[config.mk]
export PLATFORM = sky130hd
export DESIGN_NAME = call_collector
export DESIGN_NICKNAME = d
export VERILOG_FILES = /design/src/rtl/call_collector.sv
export SDC_FILE = /design/constraint.sdc
export NUM_CORES = 1
export LEC_CHECK = 0
export BUFFER_PORTS_ARGS = -buffer_cell sky130_fd_sc_hd__buf_4
export CAP_MARGIN = 20
export CORE_ASPECT_RATIO = 1.2
export CORE_MARGIN = 2
export CORE_UTILIZATION = 45
export CTS_BUF_LIST = sky130_fd_sc_hd__clkbuf_4 sky130_fd_sc_hd__clkbuf_8
export DETAILED_ROUTE_END_ITERATION = 6
export SKIP_CTS_REPAIR_TIMING = 1
export SLEW_MARGIN = 20
export SYNTH_ARGS = -nofsm -noshare
export SYNTH_HDL_FRONTEND = slang
export SYNTH_SLANG_ARGS = --single-unit
[constraint.sdc]
create_clock -name clk -period 3.4 [get_ports clk]
set_clock_uncertainty 0.2 [all_clocks]
set_input_delay 0.68 -clock clk [delete_from_list [all_inputs] [get_ports clk]]
set_output_delay 0.68 -clock clk [all_outputs]
set_load 0.01 [all_outputs]
[src/rtl/call_collector.sv]
`default_nettype none
// ============================================================================
//  Module   : call_collector
//  Purpose  : Synchronise, debounce and latch floor call buttons, then issue
//             pending calls round-robin over a valid/ready handshake.
//  Revision : 1.0  initial release
// ============================================================================
module call_collector #(
    parameter int FLOORS          = 8,
    parameter int DEBOUNCE_CYCLES = 4
) (
    input  logic              clk,
    input  logic              rst_n,
    input  logic [FLOORS-1:0] btn,
    input  logic              served_valid,
    input  logic [2:0]        served_floor,
    output logic              req_valid,
    output logic [2:0]        req_floor,
    input  logic              req_ready,
    output logic [FLOORS-1:0] pending
);

    localparam logic [2:0] c_deb_limit = 3'(DEBOUNCE_CYCLES);
    localparam logic [2:0] c_ptr_init  = 3'(FLOORS - 1);

    typedef enum logic [0:0] {
        ST_IDLE  = 1'b0,
        ST_OFFER = 1'b1
    } state_t;

    logic [FLOORS-1:0] r_sync1, r_sync2, r_deb, r_deb_q;
    logic [FLOORS-1:0] r_pend, r_iss, r_pending;
    logic [FLOORS-1:0] w_rise, w_elig, w_clr, w_iss_set, w_pend_nxt, w_iss_nxt;
    logic              w_found;
    logic [2:0]        w_winner;
    logic [3:0]        w_idx;

    state_t            r_state;
    logic              r_req_valid;
    logic [2:0]        r_req_floor;
    logic [2:0]        r_ptr;

    always_ff @(posedge clk or negedge rst_n) begin
        if (!rst_n) begin
            r_sync1   <= '0;
            r_sync2   <= '0;
            r_deb_q   <= '0;
            r_pend    <= '0;
            r_iss     <= '0;
            r_pending <= '0;
        end else begin
            r_sync1   <= btn;
            r_sync2   <= r_sync1;
            r_deb_q   <= r_deb;
            r_pend    <= w_pend_nxt;
            r_iss     <= w_iss_nxt;
            r_pending <= w_pend_nxt | w_iss_nxt;
        end
    end

    // A level change is accepted only after DEBOUNCE_CYCLES consecutive differing samples.
    for (genvar g = 0; g < FLOORS; g++) begin : g_debounce
        logic [2:0] r_cnt;
        logic       r_level;

        always_ff @(posedge clk or negedge rst_n) begin
            if (!rst_n) begin
                r_cnt   <= '0;
                r_level <= 1'b0;
            end else if (r_sync2[g] == r_level) begin
                r_cnt   <= '0;
            end else if (r_cnt + 3'd1 == c_deb_limit) begin
                r_level <= r_sync2[g];
                r_cnt   <= '0;
            end else begin
                r_cnt   <= r_cnt + 3'd1;
            end
        end

        assign r_deb[g] = r_level;
    end

    assign w_rise = r_deb & ~r_deb_q;
    assign w_elig = r_pend & ~r_iss;

    always_comb begin
        w_clr     = '0;
        w_iss_set = '0;
        if (served_valid && (int'(served_floor) < FLOORS))
            w_clr[served_floor] = 1'b1;
        if (r_state == ST_OFFER && req_ready)
            w_iss_set[r_req_floor] = 1'b1;
    end

    // Serve clear is applied last so it overrides a same-cycle press or issue.
    assign w_pend_nxt = (r_pend | (w_rise & ~r_iss)) & ~w_clr;
    assign w_iss_nxt  = (r_iss | w_iss_set) & ~w_clr;

    always_comb begin
        w_found  = 1'b0;
        w_winner = '0;
        w_idx    = '0;
        for (int k = 1; k <= FLOORS; k++) begin
            w_idx = {1'b0, r_ptr} + 4'(k);
            if (w_idx >= 4'(FLOORS))
                w_idx = w_idx - 4'(FLOORS);
            if (!w_found && w_elig[w_idx[2:0]]) begin
                w_found  = 1'b1;
                w_winner = w_idx[2:0];
            end
        end
    end

    always_ff @(posedge clk or negedge rst_n) begin
        if (!rst_n) begin
            r_state     <= ST_IDLE;
            r_req_valid <= 1'b0;
            r_req_floor <= '0;
            r_ptr       <= c_ptr_init;
        end else begin
            case (r_state)
                ST_IDLE: begin
                    if (w_found) begin
                        r_req_floor <= w_winner;
                        r_req_valid <= 1'b1;
                        r_state     <= ST_OFFER;
                    end
                end
                ST_OFFER: begin
                    if (req_ready) begin
                        r_ptr       <= r_req_floor;
                        r_req_valid <= 1'b0;
                        r_state     <= ST_IDLE;
                    end else if (w_clr[r_req_floor]) begin
                        r_req_valid <= 1'b0;
                        r_state     <= ST_IDLE;
                    end
                end
                default: begin
                    r_req_valid <= 1'b0;
                    r_state     <= ST_IDLE;
                end
            endcase
        end
    end

    assign req_valid = r_req_valid;
    assign req_floor = r_req_floor;
    assign pending   = r_pending;

endmodule
`default_nettype wire
; ---- Word-level counts from Yosys, hierarchy flattened
; Cells that the tools add are included.
[totals]
latchBits = 0
rom_bits = 0
wordCells = 208
regBits = 88
ram_bits = 0
n_memories = 0
out_inout_bits = 12
[classes]
bitwise_logic = 20
n_mul = 0
shifts = 0
n_div = 0
n_addsub = 24
n_lt_le_gt_ge = 20
mux = 72
n_eq_ne = 18
n_reduce_logical = 28
[op_table]
columns = cell, count
row1 = $mux W3, 32
row2 = $and A8 B8 Y8, 5
row3 = $lt A3 B4 Y1 const B, 10
row4 = $ge A4 B4 Y1 const B, 8
row5 = $bmux W1 S3, 9
row6 = $mux W1, 25
row7 = $add A3 B1 Y3 const B, 8
row8 = $eq A3 B3 Y1 const B, 8
row9 = $not A8 Y8, 3
row10 = $or A8 B8 Y8, 3
row11 = $sub A3 B1 Y3 const B, 8
row12 = $reduce_and A2 Y1, 11
row13 = $add A3 B3 Y4 const B, 4
row14 = $mux W8, 2
row15 = $logic_and A1 B1 Y1, 10
row16 = $not A1 Y1, 9
row17 = $add A3 B2 Y4 const B, 2
row18 = $eq A1 B1 Y1, 8
row19 = $logic_not A1 Y1, 7
row20 = $demux W1 S3, 2
row21 = $ge A3 B1 Y1 const B, 2
row22 = $add A3 B1 Y4 const B, 1
row23 = $add A3 B4 Y4 const B, 1
row24 = $pmux W1 S2, 2
row25 = 2 further kinds, 2

; ---- Depth between registers and ports, before layout
; Gate-level depths: netlist (run 1).
[logic_depth]
word_depth = 29
depth_mapped = 11
ltp_nobuf = 9

; ---- Worst setup path after synthesis (run 1)
; No wires, ideal clock.
[synth_timing]
kind = reg-to-reg
from = register r_ptr[1]
to = register r_req_floor[0] (netlist: req_floor[0])
t_arrival_ps = 3480
setup_ps = 126
stages_incl_launch_ff = 11
required_ps = 3074
slack_ps = -406
synth_period_minus_slack_ps = 3806
cell_sequence = dfstp_2 clkbuf_1 clkinv_1 ha_1 buf_2 inv_1 mux4_1 or4b_4 o41ai_4 and2b_1 a21oi_1
[synth_via]
elab_chain_cells = 28
word_cells_on_any_way = 79
[synth_lines]
columns = item, line
row1 = "start, declared", 41  ; logic [2:0] r_ptr;
row2 = "start signal, assigned", 119  ; r_ptr <= c_ptr_init;
row3 = "start signal, assigned", 131  ; r_ptr <= r_req_floor;
row4 = $add A3 B1 Y4, 104  ; w_idx = {1'b0, r_ptr} + 4'(k);
row5 = $ge A4 B4 Y1 / $sub A3 B1 Y3 (equally long branches), "105, 106"
row6 = $mux W3, 105  ; if (w_idx >= 4'(FLOORS))
row7 = $bmux W1 S3, 107  ; if (!w_found && w_elig[w_idx[2:0]]) begin
row8 = $mux W1 (implied by the code), 107
row9 = $mux W1, 107
row10 = $logic_not A1 Y1, 107
row11 = $logic_and A1 B1 Y1, 107
row12 = [... 12 more ...], n/a
row13 = $mux W1, 107
row14 = $logic_not A1 Y1, 107
row15 = $logic_and A1 B1 Y1, 107
row16 = $mux W1, 107
row17 = $logic_not A1 Y1, 107
row18 = $logic_and A1 B1 Y1, 107
row19 = $mux W1, 107
row20 = $reduce_and A2 Y1 (no line), n/a
row21 = "end signal, assigned", 124  ; r_req_floor <= w_winner;
row22 = "end, declared", 40  ; logic [2:0] r_req_floor;
; Parallel ways exist; a longest one is shown, timed or not. The select of a mux whose other input is x is not followed.
; A chain may end at the register's enable or synchronous reset.

; ---- Final worst setup path (run 1)
[layout_timing]
from = register r_ptr[0]
to = register r_req_floor[2] (netlist: req_floor[2])
; Same word-level chain as after synthesis.

==> results.toml, run 1 <==
[run_status]
outcome = "finished, final reports clean"

[logic_synthesis]
netlist.area_leader.share_pct = 48.7
synth_enable_flop_cells = 0
dominantRegCellSynth = "sky130_fd_sc_hd__dfrtp_1"
synth_seq_cells = 88
syn-instance-count = 369
synth_largest_area_cell = "sky130_fd_sc_hd__dfrtp_1"
synth.net_count = 404
syn-mean-instance-area_um2 = 11.8
synth.lib_cells_used.distinct = 53
synth_async_sr_flop_share_pct = 100
post_synth_instance_area_um2 = 4370
synth_area_leaders = "sky130_fd_sc_hd__dfrtp_1, sky130_fd_sc_hd__ha_1, sky130_fd_sc_hd__mux4_2"
yosys_warnings = 0
sequential_share_of_the_synthesized_area_pct = 50.5

[setup_path]
cp.required_ps = 3470
end_kind = "flop"
cp_data_arrival_time_ps = 3270
reg2reg_depth = 9
critPathKind = "reg2reg"
path_max_fanout = 7
cp-start-kind = "flop"

[place]
detailedPlacementHpwl_um = 6400
detailed_place.area_um2 = 4760
dpl.cell_count = 521
detailedPlace.worstSlack_ps = 179
finalWeightedCongestion = 0.890
portBuffers = 26

[timing]
rsz_0062_raised_after_global_routing = "no"
setup_viol = 0
final_min_period_over_clock_period_pct = 94.1
max-slew-margin-rel_pct = 59.4
final-max-slew-violation-count = 0
worst_pin_slew_ps = 609
worst_slack_ps = 202
timing.fmax_mhz = 313
final_period_minus_worst_setup_slack_ps = 3200
timing_hold_violations_final = 0
totalNegativeSetupSlack_ps = 0

[floorplan]
fp.dieArea_um2 = 10500
boundaryPins = 27
die_h_um = 112
core_um2 = 9470
initial_core_util_pct = 46.2
die_width_um = 94.0
fp-row-count = 39

[global_route]
first_global_vias = 2930
grt_overflow = 0
maximum_number_of_pins_on_one_net_before_global_route_repair = 50
antenna_found_initial = 0
global_route.usage.total_pct = 18.1
grt_pass1_wl_um = 14500

[power]
p_switching_mw = 2.16
seq_power_share_pct = 33.5
internal_power_mw = 3.08
vdd_drop_max_mv = 0.375
share_clk_of_total_power_pct = 12.5
p_leak_nw = 2.25
swShare_pct = 41.2
power.density_nw_per_um2 = 1060
combPwrFrac_pct = 53.9

[hold_path]
worstHoldPathType = "in2async"

[clock_network]
cts_tree = "yes"
cts_sinks = 88
clkTransAtPathRegs_ps = 80
clkLatencyLatePin_ps = 360
numCtsBuffers = 9
clockBufferDepth = 2
cts.root.buffer_cell = "sky130_fd_sc_hd__clkbuf_8"
h-tree-depth = 3

[route]
drc = 0
post_drt_via_cell_ratio = 5.45
drt-pass1-iter-count = 4
vias = 2936
route.final.wire_length_um = 8660
drt.antenna.violating_nets = 0
drt-wirelength-per-cell_um = 16.1
initialDrtViolationCount = 128

[cells_and_area]
antenna_cells_inserted = 0
drive_gt1_share_pct = 21.6
fin_nets = 446
stdcell_count = 539
area_delta_synth_final_pct = 13.5
design_area_um2 = 4960

[flow_run]
max_cap_violations = 0
## worst max-delay path, stage by stage, from the launching register on
cell                       delay, ps
sky130_fd_sc_hd__dfstp_2         630
sky130_fd_sc_hd__clkinv_4         60
sky130_fd_sc_hd__ha_1            360
sky130_fd_sc_hd__inv_1           120
sky130_fd_sc_hd__mux4_2          550
sky130_fd_sc_hd__or4b_4          550
sky130_fd_sc_hd__o41ai_4         330
sky130_fd_sc_hd__buf_4           190
sky130_fd_sc_hd__nand2_1          50
sky130_fd_sc_hd__o31ai_1          70
## placed cells by master, fill, tap and decap left out, types with 9 or more instances in the layout
| cell | netlist | final |
|---|---|---|
| sky130_fd_sc_hd__a211oi_1 | 9 | 9 |
| sky130_fd_sc_hd__a21oi_1 | 19 | 19 |
| sky130_fd_sc_hd__buf_4 | 0 | 41 |
| sky130_fd_sc_hd__clkbuf_8 | 0 | 10 |
| sky130_fd_sc_hd__dfrtp_1 | 85 | 85 |
| sky130_fd_sc_hd__ha_1 | 20 | 20 |
| sky130_fd_sc_hd__inv_1 | 14 | 14 |
| sky130_fd_sc_hd__mux2_2 | 9 | 9 |
| sky130_fd_sc_hd__mux2i_1 | 12 | 12 |
| sky130_fd_sc_hd__nand2_1 | 14 | 14 |
| sky130_fd_sc_hd__nand2b_1 | 9 | 9 |
| sky130_fd_sc_hd__nor2_1 | 27 | 27 |
| sky130_fd_sc_hd__nor2b_1 | 18 | 18 |
| sky130_fd_sc_hd__xnor2_1 | 11 | 11 |
## final timing paths
path	endpoint	slack [ps]	start
max	req_floor[2]$_DFFE_PN0P_	200	r_ptr[0]$_DFFE_PN1P_
min	r_sync1[2]$_DFF_PN0_	120	rst_n
max reg2reg	req_floor[2]$_DFFE_PN0P_	200	r_ptr[0]$_DFFE_PN1P_
min reg2reg	r_sync2[0]$_DFF_PN0_	150	r_sync1[0]$_DFF_PN0_
max in group asynchronous	req_valid$_DFFE_PN0P_	2160	rst_n
min in group clk	r_sync2[0]$_DFF_PN0_	150	r_sync1[0]$_DFF_PN0_
## routing by layer
layer | wire, um | vias to the layer above | part of all wire (%) | global-route usage (%)
li1 | - | 1408 | - | -
met3 | 308 | 17 | 3.6 | 4.47
met4 | 243 | 0 | 2.8 | 7.34
met2 | 4450 | 52 | 51 | 30.2
met1 | 3660 | 1459 | 42 | 22.5
met5 | 0 | - | 0 | 0
## synth_stat cells (2+ instances only)
cell type,instances
sky130_fd_sc_hd__dfrtp_1,85
sky130_fd_sc_hd__nor2_1,27
sky130_fd_sc_hd__ha_1,20
sky130_fd_sc_hd__a21oi_1,19
sky130_fd_sc_hd__nor2b_1,18
sky130_fd_sc_hd__inv_1,14
sky130_fd_sc_hd__nand2_1,14
sky130_fd_sc_hd__mux2i_1,12
sky130_fd_sc_hd__xnor2_1,11
sky130_fd_sc_hd__a211oi_1,9
sky130_fd_sc_hd__mux2_2,9
sky130_fd_sc_hd__nand2b_1,9
sky130_fd_sc_hd__a31oi_1,8
sky130_fd_sc_hd__nor3_1,8
sky130_fd_sc_hd__nor3b_1,8
sky130_fd_sc_hd__xor2_1,8
sky130_fd_sc_hd__mux4_2,7
sky130_fd_sc_hd__o21ai_0,7
sky130_fd_sc_hd__or2_2,7
sky130_fd_sc_hd__clkbuf_1,6
sky130_fd_sc_hd__mux4_1,5
sky130_fd_sc_hd__o21a_1,5
sky130_fd_sc_hd__and3_1,4
sky130_fd_sc_hd__a221o_1,3
sky130_fd_sc_hd__and2_1,3
sky130_fd_sc_hd__buf_2,3
sky130_fd_sc_hd__dfstp_2,3
sky130_fd_sc_hd__a211o_1,2
sky130_fd_sc_hd__a21boi_0,2
sky130_fd_sc_hd__a21o_1,2
sky130_fd_sc_hd__a221oi_1,2
sky130_fd_sc_hd__a22oi_1,2
sky130_fd_sc_hd__nand3_1,2
sky130_fd_sc_hd__nand4_1,2
sky130_fd_sc_hd__nand4b_1,2
sky130_fd_sc_hd__nor4_1,2
sky130_fd_sc_hd__o31ai_1,2
sky130_fd_sc_hd__or4bb_1,2
## power groups by stage
stage	registers (mW)	logic, mW	clock network, mW
CTS	1.76	2.81	0.688
global placement	1.77	2.78	0
global route	1.82	3.13	0.723
finish	1.76	2.83	0.656
floorplan	1.68	2.08	0
detailed placement	1.78	2.80	0
## cells by family (layout without fill, tap and decap cells)
| kind of cell | after synthesis | count (layout) | share of synthesized area [%] |
|---|---|---|---|
| buf+inv | 26 | 73 | 2.61 |
| flops | 88 | 88 | 50.5 |
| xor+xnor | 19 | 19 | 3.81 |
| mux | 33 | 33 | 11.7 |
| simple gates | 113 | 113 | 14.5 |
| compound gates | 70 | 70 | 11.2 |
| fa+ha+maj | 20 | 20 | 5.73 |
## state kept, by name, indices dropped and copies added (netlist names)
name,flops
r_state,1
r_deb_q,8
r_iss,8
g_debounce.r_cnt,24
g_debounce.r_level,8
r_sync2,8
req_floor,3
r_sync1,8
r_ptr,3
pending,8
req_valid,1
r_pend,8
## through the flow
stage	total power, mW	util (%)	hold WS, ps
final	5.24	52.4	122
after detailed placement	4.58	50.3	136
after global placement	4.55	50.3	132
after global routing	5.67	52.4	160
after CTS	5.26	52.2	139
after floorplan	3.76	-	131
## cell type report
type / instances / area [um^2]
clock buffer: 11 / 145
clock inverter: 5 / 32.5
fill: 861 / 4510
inverter: 16 / 66.3
multi-input combinational: 255 / 2050
sequential: 88 / 2210
tap: 123 / 154
timing repair buffer: 41 / 308
Note: power is estimated with default switching activity, not from simulation.
==> inputs of run 2 (changes only) <==
--- a/config.mk
+++ b/config.mk
@@ -8,10 +8,11 @@
 export BUFFER_PORTS_ARGS = -buffer_cell sky130_fd_sc_hd__buf_4
 export CAP_MARGIN = 20
 export CORE_ASPECT_RATIO = 1.2
-export CORE_MARGIN = 2
-export CORE_UTILIZATION = 45
+export CORE_MARGIN = 5
+export CORE_UTILIZATION = 49
 export CTS_BUF_LIST = sky130_fd_sc_hd__clkbuf_4 sky130_fd_sc_hd__clkbuf_8
 export DETAILED_ROUTE_END_ITERATION = 6
+export PLACE_DENSITY = 0.67
 export SKIP_CTS_REPAIR_TIMING = 1
 export SLEW_MARGIN = 20
 export SYNTH_ARGS = -nofsm -noshare
==> constraint.sdc (replaced) <==
create_clock -name clk -period 3.35 [get_ports clk]
set_clock_uncertainty 0.2 [all_clocks]
set_input_delay 0.67 -clock clk [delete_from_list [all_inputs] [get_ports clk]]
set_output_delay 0.67 -clock clk [all_outputs]
set_load 0.01 [all_outputs]
==> run 2 against run 1 <==
  * Maximum frequency decreased by 2.3%
  * First-iteration DRC count increased by 25%
  * Critical path depth unchanged
  * Sequential share of layout area decreased by 0.21 points
  * Critical path type unchanged
  * Largest cell class unchanged
==> results.toml, run 2 (synthesis results as in run 1) <==
[run_status]
outcome = "finished, final reports clean"

[place]
portBuffers = 26
detailedPlace.worstSlack_ps = 159
detailedPlacementHpwl_um = 6480
dpl.cell_count = 510
finalWeightedCongestion = 0.937
detailed_place.area_um2 = 4730

[timing]
setup_viol = 0
max-slew-margin-rel_pct = 54.4
timing.fmax_mhz = 305
worst_pin_slew_ps = 684
final-max-slew-violation-count = 0
final_period_minus_worst_setup_slack_ps = 3270
final_hold_slack_ps = 148
timing_hold_violations_final = 0
worst_slack_ps = 76.3
final_min_period_over_clock_period_pct = 97.7

[cells_and_area]
commonest_non_fill_non_tap_cell_in_the_layout = "sky130_fd_sc_hd__dfrtp_1"
antenna_cells_inserted = 0
drive_gt1_share_pct = 21.0
largest_register_ff_count = 24
design_area_um2 = 4980
area_delta_synth_final_pct = 14.0
fillCellCount = 755
stdcell_count = 527
fin_nets = 441
most-common-layout-cells = "sky130_fd_sc_hd__dfrtp_1, sky130_fd_sc_hd__buf_4, sky130_fd_sc_hd__nor2_1"
max_flop_register = "g_debounce.r_cnt"

[clock_network]
clkLatencyLatePin_ps = 360
clkTransAtPathRegs_ps = 80
numCtsBuffers = 9
cts.root.buffer_cell = "sky130_fd_sc_hd__clkbuf_8"
cts_tree = "yes"
h-tree-depth = 3
clockBufferDepth = 2
cts_sinks = 88

[setup_path]
cp_data_arrival_time_ps = 3360
reg2reg_to = "req_floor[0]$_DFFE_PN0P_"
cp_bufs_invs = 3
r2r_slack_ps = 80
path_max_fanout = 4
worst_path_largest_cell_delay_ps = 610
cp_slowest_cell = "sky130_fd_sc_hd__or4b_4"
critPathKind = "reg2reg"
timing.critical_path.cells = "clkinv_4 > ha_2 > inv_2 > mux4_2 > or4b_4 > o41ai_4 > buf_4 > a21oi_2 > a21oi_1"
end_kind = "flop"
cp-start-kind = "flop"
reg2reg_depth = 9
critical_path.top_delay_family = "simple AND/OR/NAND/NOR gates"
worst_r2r_startpoint = "r_ptr[0]$_DFFE_PN1P_"
cp.required_ps = 3440

[route]
drt-pass1-iter-count = 5
drt.antenna.violating_nets = 0
drt-wirelength-per-cell_um = 16.6
drc = 0
post_drt_via_cell_ratio = 5.63
initialDrtViolationCount = 160
route.final.wire_length_um = 8740
vias = 2968

[power]
internal_power_mw = 3.28
p_leak_nw = 2.26
share_clk_of_total_power_pct = 14.9
seq_power_share_pct = 32.4
swShare_pct = 40.2
power.density_nw_per_um2 = 1100
p_switching_mw = 2.21
report.power.total_mw = 5.49
combPwrFrac_pct = 52.7
vdd_drop_max_mv = 0.524

[flow_run]
max_cap_violations = 0

[floorplan]
fp.dieArea_um2 = 10900
fp-row-count = 37
core_um2 = 8660
die_width_um = 96.2
die_h_um = 113
boundaryPins = 27
initial_core_util_pct = 50.5

[hold_path]
worstHoldPathType = "in2async"

[global_route]
maximum_number_of_pins_on_one_net_before_global_route_repair = 56
grt_overflow = 0
global_route.usage.total_pct = 17.8
first_global_vias = 2979
grt_pass1_wl_um = 14900
antenna_found_initial = 0
-- run 2: worst max path at each step --
stage	start	endpoint	slack, ps	cells past startpoint
after floorplan	r_ptr[1]$_DFFE_PN1P_	req_floor[0]$_DFFE_PN0P_	8	10
after global placement	r_ptr[0]$_DFFE_PN1P_	req_floor[0]$_DFFE_PN0P_	240	8
after detailed placement	r_ptr[0]$_DFFE_PN1P_	req_floor[0]$_DFFE_PN0P_	160	8
after CTS	r_ptr[0]$_DFFE_PN1P_	req_floor[0]$_DFFE_PN0P_	150	8
after global routing	r_ptr[0]$_DFFE_PN1P_	req_floor[0]$_DFFE_PN0P_	-10	9
final	r_ptr[0]$_DFFE_PN1P_	req_floor[0]$_DFFE_PN0P_	80	9
-- run 2: worst register-to-register path, cell delays in order, from the launching register on --
cell and delay (ps):
sky130_fd_sc_hd__dfstp_2 590, sky130_fd_sc_hd__clkinv_4 60, sky130_fd_sc_hd__ha_2 300, sky130_fd_sc_hd__inv_2 110, sky130_fd_sc_hd__mux4_2 550, sky130_fd_sc_hd__or4b_4 610
sky130_fd_sc_hd__o41ai_4 410, sky130_fd_sc_hd__buf_4 200, sky130_fd_sc_hd__a21oi_2 30, sky130_fd_sc_hd__a21oi_1 150
-- run 2: area by class of cell --
type                            count  area [um^2]  area share (%)
Tap cell                          117          146            2.94
Sequential cell                    88         2210            44.3
Inverter                           16         66.3            1.33
Multi-Input combinational cell    255         2050            41.1
Clock buffer                       12          159            3.19
Timing Repair Buffer               36          290            5.83
Clock inverter                      3         65.1            1.31
-- run 2: power groups by stage --
stage / sequential, mW / clock [mW] / combinational [mW]
5_1_grt: 1.83 / 0.885 / 3.21
3_5_place_dp: 1.79 / 0 / 2.80
6_report: 1.78 / 0.815 / 2.89
3_3_place_gp: 1.78 / 0 / 2.76
2_1_floorplan: 1.71 / 0 / 2.11
4_1_cts: 1.78 / 0.838 / 2.81
-- run 2: metrics by stage --
stage	util, %	setup TNS [ps]
2_1_floorplan	-	0
5_1_grt	57.5	-14.5
6_report	57.5	0
3_5_place_dp	54.7	0
3_3_place_gp	54.7	0
4_1_cts	57.2	0
-- run 2: metal layers --
layer	track usage (%)	wire length, um	vias to the layer above
li1	-	-	1403
met1	23.1	3740	1462
met2	27.8	4270	80
met3	4.55	444	23
met4	8.44	290	0
met5	0	0	-
==> inputs of run 3 (changes only) <==
--- a/config.mk
+++ b/config.mk
@@ -13,6 +13,7 @@
 export CTS_BUF_LIST = sky130_fd_sc_hd__clkbuf_4 sky130_fd_sc_hd__clkbuf_8
 export DETAILED_ROUTE_END_ITERATION = 6
 export PLACE_DENSITY = 0.67
+export REMOVE_ABC_BUFFERS = 1
 export SKIP_CTS_REPAIR_TIMING = 1
 export SLEW_MARGIN = 20
 export SYNTH_ARGS = -nofsm -noshare
==> run 3 against run 2 <==
  * Maximum frequency up 3.9%
  * Final cell count up 1.1%
  * Power down 0.30%
  * Final area up 0.45%
  * Register-to-register slack better by 120 ps
  * Sequential power about the same
  * First-iteration DRC count down 46%
  * Via count down 0.84%
  * Largest power group unchanged
  * Highest routed layer unchanged
==> results.toml, run 3 (synthesis results as in run 1) <==
[clock_network]
clkTransAtPathRegs_ps = 80
clockBufferDepth = 2
clkLatencyLatePin_ps = 350
h-tree-depth = 3
numCtsBuffers = 9
cts_tree = "yes"
cts.root.buffer_cell = "sky130_fd_sc_hd__clkbuf_8"
cts_sinks = 88

[setup_path]
cp_data_arrival_time_ps = 3220
cp.required_ps = 3420
cp-start-kind = "flop"
end_kind = "flop"
path_max_fanout = 5
critPathKind = "reg2reg"

[power]
p_leak_nw = 2.28
power.density_nw_per_um2 = 1090
internal_power_mw = 3.25
share_clk_of_total_power_pct = 14.0
seq_power_share_pct = 32.3
combPwrFrac_pct = 53.7
swShare_pct = 40.5
p_switching_mw = 2.21
vdd_drop_max_mv = 0.445

[cells_and_area]
fin_nets = 446
design_area_um2 = 5000
post-route-util_pct = 57.8
most-common-layout-cells = "sky130_fd_sc_hd__dfrtp_1, sky130_fd_sc_hd__buf_4, sky130_fd_sc_hd__nor2_1"
multiInputGateArea_um2 = 2050
drive_gt1_share_pct = 21.2
commonest_non_fill_non_tap_cell_in_the_layout = "sky130_fd_sc_hd__dfrtp_1"
stdcell_count = 533
largest_register_ff_count = 24
regArea_um2 = 2210
area_delta_synth_final_pct = 14.5
fillCellCount = 756
antenna_cells_inserted = 0
max_flop_register = "g_debounce.r_cnt"

[route]
route.layer.met1.wl_um = 3790
route.met2.wl_um = 4770
initialDrtViolationCount = 86
drt-pass1-iter-count = 4
route.final.wire_length_um = 8890
vias = 2943
drt-wirelength-per-cell_um = 16.7
post_drt_via_cell_ratio = 5.52
highest_layer = "met4"
met3RoutedLength_um = 252
drt.antenna.violating_nets = 0
drc = 0

[timing]
timing.fmax_mhz = 317
setup_viol = 0
max-slew-margin-rel_pct = 55.5
rsz_0062_raised_after_global_routing = "no"
final-max-slew-violation-count = 0
timing_hold_violations_final = 0
final_period_minus_worst_setup_slack_ps = 3150
final_min_period_over_clock_period_pct = 94.0
worst_pin_slew_ps = 667

[flow_run]
max_cap_violations = 0

[hold_path]
worstHoldPathType = "in2async"

[global_route]
first_global_vias = 3094
grt_overflow = 0
grt_pass1_wl_um = 15100
global_route.usage.total_pct = 18.1
maximum_number_of_pins_on_one_net_before_global_route_repair = 54
antenna_found_initial = 0

[floorplan]
boundaryPins = 27
fp.dieArea_um2 = 10900
fp-row-count = 37
die_width_um = 96.2
initial_core_util_pct = 50.5
die_h_um = 113
core_um2 = 8660

[place]
detailed_place.area_um2 = 4790
portBuffers = 26
finalWeightedCongestion = 0.912
dpl.cell_count = 517
detailedPlacementHpwl_um = 6770

[run_status]
outcome = "finished, final reports clean"
run 3: power groups by stage:
stage / registers, mW / clock network [mW] / logic, mW
2_1_floorplan: 1.77 / 0 / 2.00
3_3_place_gp: 1.76 / 0 / 2.90
3_5_place_dp: 1.78 / 0 / 2.94
4_1_cts: 1.77 / 0.788 / 2.95
5_1_grt: 1.82 / 0.835 / 3.24
6_report: 1.77 / 0.764 / 2.94
run 3: path summary, 6_finish.rpt:
kind                                                    end  cells past startpoint  slack, ps                 start
setup / recovery                   req_floor[0]$_DFFE_PN0P_                      9        200  r_ptr[0]$_DFFE_PN1P_
hold / removal             g_debounce[4].r_cnt[1]$_DFF_PN0_                      1        150                 rst_n
setup reg to reg                   req_floor[0]$_DFFE_PN0P_                      9        200  r_ptr[0]$_DFFE_PN1P_
hold reg to reg                        r_sync2[5]$_DFF_PN0_                      0        150  r_sync1[5]$_DFF_PN0_
max in group asynchronous          req_floor[1]$_DFFE_PN0P_                      2       2160                 rst_n
min in group clk                       r_sync2[5]$_DFF_PN0_                      0        150  r_sync1[5]$_DFF_PN0_
run 3: per-stage QoR:
stage               TNS [ps]  total power [mW]  setup WS (ps)  hold WS (ps)
floorplan              -1220              3.77           -309           131
global placement           0              4.66            161           132
detailed placement         0              4.72           92.7           135
CTS                        0              5.50           75.0           154
global route               0              5.90           56.3           161
finish                     0              5.47            199           150
run 3: worst max-delay path, stage by stage, from the launching register on:
cell                       delay (ps)
sky130_fd_sc_hd__dfstp_2          580
sky130_fd_sc_hd__clkinv_4          60
sky130_fd_sc_hd__ha_1             340
sky130_fd_sc_hd__inv_1            100
sky130_fd_sc_hd__mux4_1           570
sky130_fd_sc_hd__or4b_4           550
sky130_fd_sc_hd__o41ai_4          310
sky130_fd_sc_hd__buf_4            200
sky130_fd_sc_hd__a21oi_2           30
sky130_fd_sc_hd__a21oi_1          150
run 3: layout make-up:
| class | instances | share of cell area [%] |
|---|---|---|
| flip-flops and latches | 88 | 44.1 |
| multi-input cells | 255 | 41.0 |
| repair buffers | 41 | 6.40 |
| clock buffers | 12 | 3.30 |
| well taps | 117 | 2.93 |
| inverters | 16 | 1.30 |
| clock inverters | 4 | 1.03 |
run 3: layer usage:
metal  track usage (%)  vias to the layer above
li1                  -                     1414
met1              22.1                     1489
met2              31.1                       34
met3              3.96                        6
met4              6.26                        0
met5                 0                        -
